===== config.mk =====
export PLATFORM = sky130hd
export DESIGN_NAME = ram4_bank_flat
export DESIGN_NICKNAME = d
export VERILOG_FILES = /design/src/rtl/ram4_bank_if.sv /design/src/rtl/ram4_bank.sv /design/src/flat_wrapper.sv
export SDC_FILE = /design/constraint.sdc
export NUM_CORES = 1
export LEC_CHECK = 0
export ABC_CLOCK_PERIOD_IN_PS = 1500
export BUFFER_PORTS_ARGS = -buffer_cell sky130_fd_sc_hd__buf_2
export CAP_MARGIN = 0
export CORE_ASPECT_RATIO = 0.7
export CORE_MARGIN = 5
export CORE_UTILIZATION = 40
export DETAILED_ROUTE_END_ITERATION = 8
export SLEW_MARGIN = 20
export SYNTH_ARGS = -nofsm -noshare
export SYNTH_HDL_FRONTEND = slang
export SYNTH_SLANG_ARGS = --single-unit

===== constraint.sdc =====
create_clock -name clk -period 1.5 [get_ports clk]
set_clock_uncertainty 0.1 [all_clocks]
set_input_delay 0 -clock clk [delete_from_list [all_inputs] [get_ports clk]]
set_output_delay 0 -clock clk [all_outputs]
set_load 0.005 [all_outputs]

===== src/rtl/ram4_bank_if.sv =====
// ram4_bank_if: write/read bus between a host and the four-word register bank.
`default_nettype none

interface ram4_bank_if #(
   parameter int WIDTH = 16
);
   logic             load;
   logic [1:0]       addr;
   logic [WIDTH-1:0] in;
   logic             clear;
   logic [1:0]       raddr;
   logic [WIDTH-1:0] out;
   logic             out_valid;
   logic [3:0]       word_valid;
   logic [7:0]       wr_count;

   modport master (
      output load, addr, in, clear, raddr,
      input  out, out_valid, word_valid, wr_count
   );

   modport slave (
      input  load, addr, in, clear, raddr,
      output out, out_valid, word_valid, wr_count
   );
endinterface

`default_nettype wire


===== src/rtl/ram4_bank.sv =====
//------------------------------------------------------------------------------
// ram4_bank: four-word register bank, dmux4way write decode, registered read.
// Revision: 1.0
//------------------------------------------------------------------------------
`default_nettype none

module ram4_bank #(
   parameter int WIDTH = 16
) (
   input  wire logic   clk,
   input  wire logic   rst,
   ram4_bank_if.slave  bus
);

   logic [3:0]       load_dec;
   logic [WIDTH-1:0] mem_q [4];
   logic [WIDTH-1:0] mem_d [4];
   logic [3:0]       valid_q, valid_d;
   logic [7:0]       cnt_q, cnt_d;
   logic [WIDTH-1:0] out_q, out_d;
   logic             out_valid_q, out_valid_d;

   // dmux4way: the single load strobe steered to one word by addr
   genvar gi;
   generate
      for (gi = 0; gi < 4; gi++) begin : g_dmux
         assign load_dec[gi] = bus.load & (bus.addr == 2'(gi));
      end
   endgenerate

   always_comb begin
      mem_d       = mem_q;
      valid_d     = valid_q;
      cnt_d       = cnt_q;
      out_d       = mem_q[bus.raddr];
      out_valid_d = valid_q[bus.raddr];
      if (bus.clear) begin
         for (int k = 0; k < 4; k++) mem_d[k] = '0;
         valid_d     = '0;
         cnt_d       = '0;
         out_d       = '0;
         out_valid_d = 1'b0;
      end else begin
         for (int k = 0; k < 4; k++) begin
            if (load_dec[k]) begin
               mem_d[k]   = bus.in;
               valid_d[k] = 1'b1;
            end
         end
         if (|load_dec) cnt_d = cnt_q + 8'd1;
         // write-first bypass when the read hits the word being written
         if (load_dec[bus.raddr]) begin
            out_d       = bus.in;
            out_valid_d = 1'b1;
         end
      end
   end

   always_ff @(posedge clk) begin
      if (rst) begin
         for (int k = 0; k < 4; k++) mem_q[k] <= '0;
         valid_q     <= '0;
         cnt_q       <= '0;
         out_q       <= '0;
         out_valid_q <= 1'b0;
      end else begin
         for (int k = 0; k < 4; k++) mem_q[k] <= mem_d[k];
         valid_q     <= valid_d;
         cnt_q       <= cnt_d;
         out_q       <= out_d;
         out_valid_q <= out_valid_d;
      end
   end

   assign bus.out        = out_q;
   assign bus.out_valid  = out_valid_q;
   assign bus.word_valid = valid_q;
   assign bus.wr_count   = cnt_q;

endmodule

`default_nettype wire


===== src/flat_wrapper.sv =====
// flat-port wrapper written by rule: the top's interface ports become plain ports
module ram4_bank_flat 
#(
   parameter int WIDTH = 16
)
  (clk, rst, bus_load, bus_addr, bus_in, bus_clear, bus_raddr, bus_out, bus_out_valid, bus_word_valid, bus_wr_count);
  ram4_bank_if #(.WIDTH(WIDTH)) bus_i ();
  input  wire logic clk;
  input  wire logic rst;
  input wire logic [$bits(bus_i.load)-1:0] bus_load;
  input wire logic [$bits(bus_i.addr)-1:0] bus_addr;
  input wire logic [$bits(bus_i.in)-1:0] bus_in;
  input wire logic [$bits(bus_i.clear)-1:0] bus_clear;
  input wire logic [$bits(bus_i.raddr)-1:0] bus_raddr;
  output wire logic [$bits(bus_i.out)-1:0] bus_out;
  output wire logic [$bits(bus_i.out_valid)-1:0] bus_out_valid;
  output wire logic [$bits(bus_i.word_valid)-1:0] bus_word_valid;
  output wire logic [$bits(bus_i.wr_count)-1:0] bus_wr_count;
  assign bus_i.load = bus_load;
  assign bus_i.addr = bus_addr;
  assign bus_i.in = bus_in;
  assign bus_i.clear = bus_clear;
  assign bus_i.raddr = bus_raddr;
  assign bus_out = bus_i.out;
  assign bus_out_valid = bus_i.out_valid;
  assign bus_word_valid = bus_i.word_valid;
  assign bus_wr_count = bus_i.wr_count;
  ram4_bank #(.WIDTH(WIDTH)) u_core (.clk(clk), .rst(rst), .bus(bus_i));
endmodule

[Word-level counts from Yosys, hierarchy flattened]
Index checks and enable logic that the tools add are counted.
Widths: inputs -> output; s select.
Word-level totals
  bits in registers: 93
  word-level logic and storage cells: 34
Operators by class
  equal/unequal tests: 3
  muxes and demuxes: 9
  $add $sub $neg: 1
  bitwise operators: 5
  magnitude comparators: 2
  reductions and logical operators: 3
Operators by type and width (count)
  $mux 16: 3
  $bmux 16 s2: 1
  $add 8x1->8 const B: 1
  $and 1x1->1: 4
  $bmux 1 s2: 2
  $eq 2x2->1 const B: 2
  $reduce_or 4->1: 1
  $ge 3x3->1 const B: 1
  $lt 2x3->1 const B: 1
  $mux 1: 3
  $not 2->3: 1
  $eq 2x1->1 const B: 1
  $logic_not 2->1: 1
  $reduce_or 2->1: 1

[Depth between registers and ports, before layout]
  word-level depth: 5
  gate-level depth with buffers: 6
  mapped depth without buffers: 4

[Worst setup path before layout]
No wires, ideal clock.
  kind: register to register
  start point: register u_core.cnt_q[0], in the netlist u_core.bus.wr_count[0]
  end point: register u_core.cnt_q[6], in the netlist u_core.bus.wr_count[6]
  data required time: 1330 ps
  clock period less this slack: 1258 ps
  arrival: 1087 ps
  stages on the path, launching flop included: 5
  setup time: 70 ps
  setup slack: 242 ps
  path buffers: 0
  path through: dfxtp_1 > ha_1 > nand3_1 > or3_1 > a21oi_1
Between the ends
  cells in the longest elaborated chain, start to end: 1
RTL lines
  start: declaration: line ram4_bank.sv:19  | logic [7:0] cnt_q, cnt_d;
  start signal: assignment: line ram4_bank.sv:69  | cnt_q <= cnt_d;
  $add 8x1->8: line ram4_bank.sv:50  | if (|load_dec) cnt_d = cnt_q + 8'd1;
No other way between the ends.
A chain may end at the register's enable or synchronous reset.

[Worst setup path after layout]
  start point: input port bus_load
  end point: register u_core.out_q[12], in the netlist u_core.bus.out[12]
Between the ends
  cells in the longest elaborated chain, start to end: 4
  elaborated cells between the ends (all ways): 7
RTL lines
  start: declaration: line flat_wrapper.sv:10  | input wire logic [$bits(bus_i.load)-1:0] bus_load;
  $and 1x1->1: line ram4_bank.sv:27  | assign load_dec[gi] = bus.load & (bus.addr == 2'(gi));
  $bmux 1 s2 *: line ram4_bank.sv:52  | if (load_dec[bus.raddr]) begin
  $mux 1 (implied by the code) *: line ram4_bank.sv:52
  $mux 16 *: line ram4_bank.sv:52
  end signal: assignment: line ram4_bank.sv:70  | out_q <= out_d;
  end: declaration: line ram4_bank.sv:20  | logic [WIDTH-1:0] out_q, out_d;
Mark *: on every way between the ends. The rest lies on a longest branch, timed or not. The select of a mux whose other input is x is not followed.

==> flow_metrics.py <==
metrics = {
    "drt": {
        "wl_per_cell_um": 17.1,
        "wirelength_mm": 11.0,
        "drt_iter0_drc": 273,
        "drtAntennaViolNets": 0,
        "firstDrtPassIters": 4,
        "drc_errors": 0,
        "vias_per_cell": 5.30,
        "vias": 3405,
    },
    "critical_path": {
        "timing_worst_setup_path_type": "input pin to register",
        "worstSetupEndpoint": "u_core.bus.out[12]$_SDFF_PP0_",
        "ff2ff_path_depth": 4,
        "r2r_slack_ns": 0.17,
        "startpoint_type": "input pin",
        "cp_max_fo": 16,
        "cp.required_ns": 1.63,
        "crit_arrival_ns": 1.60,
        "r2r_start": "u_core.bus.wr_count[0]$_SDFFE_PP0P_",
        "r2r-end": "u_core.bus.wr_count[6]$_SDFFE_PP0P_",
        "cp-end-kind": "register",
        "crit_start": "bus_load",
    },
    "sta": {
        "fin_tns_setup_ns": 0,
        "post-route-period-util_pct": 98.2,
        "grt_setup_unrepaired": "yes",
        "fin_hold_ws_ns": 0.0405,
        "timing_worst_slew_pin_value_ns": 0.793,
        "setup_ws_ns": 0.0263,
        "relSlewSlack_pct": 47.1,
        "finalHoldViolCount": 0,
        "slew_viol_final": 0,
        "fin_crit_ns": 1.47,
        "setup_viol": 0,
        "max_freq_mhz": 679,
    },
    "cts": {
        "clock_tree.buffer_depth": 2,
        "clk_pin_slew_ns": 0.06,
        "insertion_delay_ns": 0.34,
        "cts_made_buffers": 9,
        "cts_root_buf": "clkbuf_16",
        "tritoncts": "built",
        "clock-sinks": 93,
        "htree_levels": 3,
    },
    "pwr": {
        "leakagePower_nw": 1.79,
        "peakVddDrop_mv": 0.597,
        "p_sw_share_pct": 24.2,
        "pwr_density_cell_mw_per_mm2": 1080,
        "p_sw_mw": 1.27,
        "pwr-share-seq_pct": 48.3,
        "total_power_mw": 5.23,
        "p_clk_share_pct": 42.1,
        "internal_power_mw": 3.96,
        "combinationalPowerShare_pct": 9.6,
    },
    "grt": {
        "grt_pass1_vias": 3308,
        "grtUsageTotal_pct": 19.1,
        "grt_antenna_before_repair": 0,
        "grt_overflow": 0,
        "grt_max_degree": 46,
        "grt_pass1_wl_mm": 17.7,
    },
    "layout": {
        "stdcell_count": 643,
        "fin_util_pct": 50.2,
        "final_area_mm2": 0.00484,
        "antenna_cells": 0,
        "final_nets": 535,
        "layout_commonest_cell": "nand2_1",
        "drive_above_1_share_pct": 22.5,
        "area_delta_synth_final_pct": 23.6,
        "final_cell_mix": "nand2_1 (130), dfxtp_1 (93), a21oi_1 (83), buf_2 (51), buf_4 (26)",
    },
    "floorplan": {
        "io_pins": 53,
        "die_y_um": 92.8,
        "rows": 30,
        "initial_core_util_pct": 40.6,
        "fp.dieArea_mm2": 0.0119,
        "core_mm2": 0.00965,
        "chipWidth_um": 128,
    },
    "logic_synthesis": {
        "yosysSeqAreaShare_pct": 47.5,
        "syn_inst": 437,
        "ys_warn_count": 0,
        "avgSynthCellArea_um2": 8.97,
        "synth_cell_type_count": 33,
        "syn-cell-area_mm2": 0.00392,
        "ys_ff_latch": 93,
        "syn-num-nets": 462,
    },
    "placement": {
        "placed_cells": 609,
        "placed_area_mm2": 0.00437,
        "dp_hpwl_mm": 7.58,
        "gp_congestion": 0.792,
        "portBuffers": 52,
        "pre_cts_ws_ns": 0.0513,
    },
    "run": {
        "drv_cap": 0,
    },
    "run_status": {
        "status": "finished clean",
    },
    "hold_path": {
        "hp-class": "input pin to register",
    },
}
flip-flops by register name, summed over array words and instances (netlist names):
| register | cells |
|---|---|
| u_core.bus.wr_count | 8 |
| u_core.mem_q | 64 |
| u_core.bus.word_valid | 4 |
| u_core.bus.out_valid | 1 |
| u_core.bus.out | 16 |
metal layers:
metal	GRT usage [%]	vias up	wire, µm
li1	-	1661	-
met1	27.7	1642	5400
met2	27.7	98	4750
met3	6.11	4	803
met4	3.89	0	60
met5	0	-	0
cell usage after synthesis:
cell type  count  area share, %
o21ai_0        3           0.38
or2_1          1           0.16
buf_12         1           0.51
ha_1           1           0.32
nor2_1        14            1.3
and3b_1        2           0.45
buf_2         14            1.8
and3_1         1           0.16
a21oi_1       83             11
clkbuf_1      11            1.1
a31oi_1        1           0.16
buf_1          1          0.096
or3_1          3           0.48
xnor2_1        1           0.22
nand3b_1       2           0.38
mux2i_1        1           0.26
buf_6          2           0.57
mux4_1         3            2.0
nand2_1      130             12
xor2_1         3           0.67
dfxtp_1       93             48
buf_4          6            1.1
inv_1          1          0.096
nor3b_4        1           0.48
nand4_1       18            2.9
clkbuf_2       1           0.13
xnor2_2        2           0.83
xor2_2         2           0.83
or3b_1         1           0.22
nand4_2        1           0.32
o31ai_1       16            3.1
nand3_1        3           0.38
mux4_2        14            8.0
critical path, stage by stage:
cell	delay [ns]
dlygate4sd3_1	0.55
buf_4	0.19
inv_1	0.40
o31ai_1	0.16
a21oi_1	0.30
worst min path at each step:
stage	endpoint	slack (ns)	cells past startpoint	from
2_1_floorplan	u_core.mem_q[33]$_SDFFE_PP0P_	0.04	2	bus_in[1]
3_3_place_gp	u_core.mem_q[15]$_SDFFE_PP0P_	0.19	3	bus_in[15]
3_5_place_dp	u_core.mem_q[23]$_SDFFE_PP0P_	0.20	3	bus_in[7]
4_1_cts	u_core.bus.wr_count[6]$_SDFFE_PP0P_	0.04	3	bus_clear
5_1_grt	u_core.bus.wr_count[7]$_SDFFE_PP0P_	0.05	3	rst
6_report	u_core.bus.wr_count[7]$_SDFFE_PP0P_	0.04	3	bus_clear
repair_timing:
| item | 4_1_cts | 5_1_grt |
|---|---|---|
| endpoints found under the setup margin | 0 | 50 |
| hold buffers | 17 | 0 |
| endpoints found under the hold margin | 81 | 0 |
| gates resized for setup | 0 | 4 |
| setup buffers | 0 | 1 |
power by group through the flow:
stage	sequential, mW	clock [mW]	combinational, mW
after floorplan	2.58	0	0.289
after global placement	2.58	0	0.460
after detailed placement	2.58	0	0.463
after CTS	2.53	2.23	0.498
after global routing	2.53	2.35	0.549
final	2.53	2.20	0.504
cells by family (layout without fill, tap and decap cells):
family	count (synthesis)	in the layout	synth area share, %
simple gates	177	177	19.7
flops	93	93	47.5
buf+inv	37	115	5.40
mux	18	18	10.3
compound gates	103	103	14.2
xor+xnor	8	8	2.55
fa+ha+maj	1	1	0.319
final cells by class:
cell class / instances / area, µm²
multi-input combinational: 307 / 1850
fill: 895 / 4800
tap: 128 / 160
inverter: 1 / 3.75
clock inverter: 2 / 16.3
sequential: 93 / 1860
clock buffer: 14 / 274
timing repair buffer: 98 / 683
(Power assumes the default switching activity.)
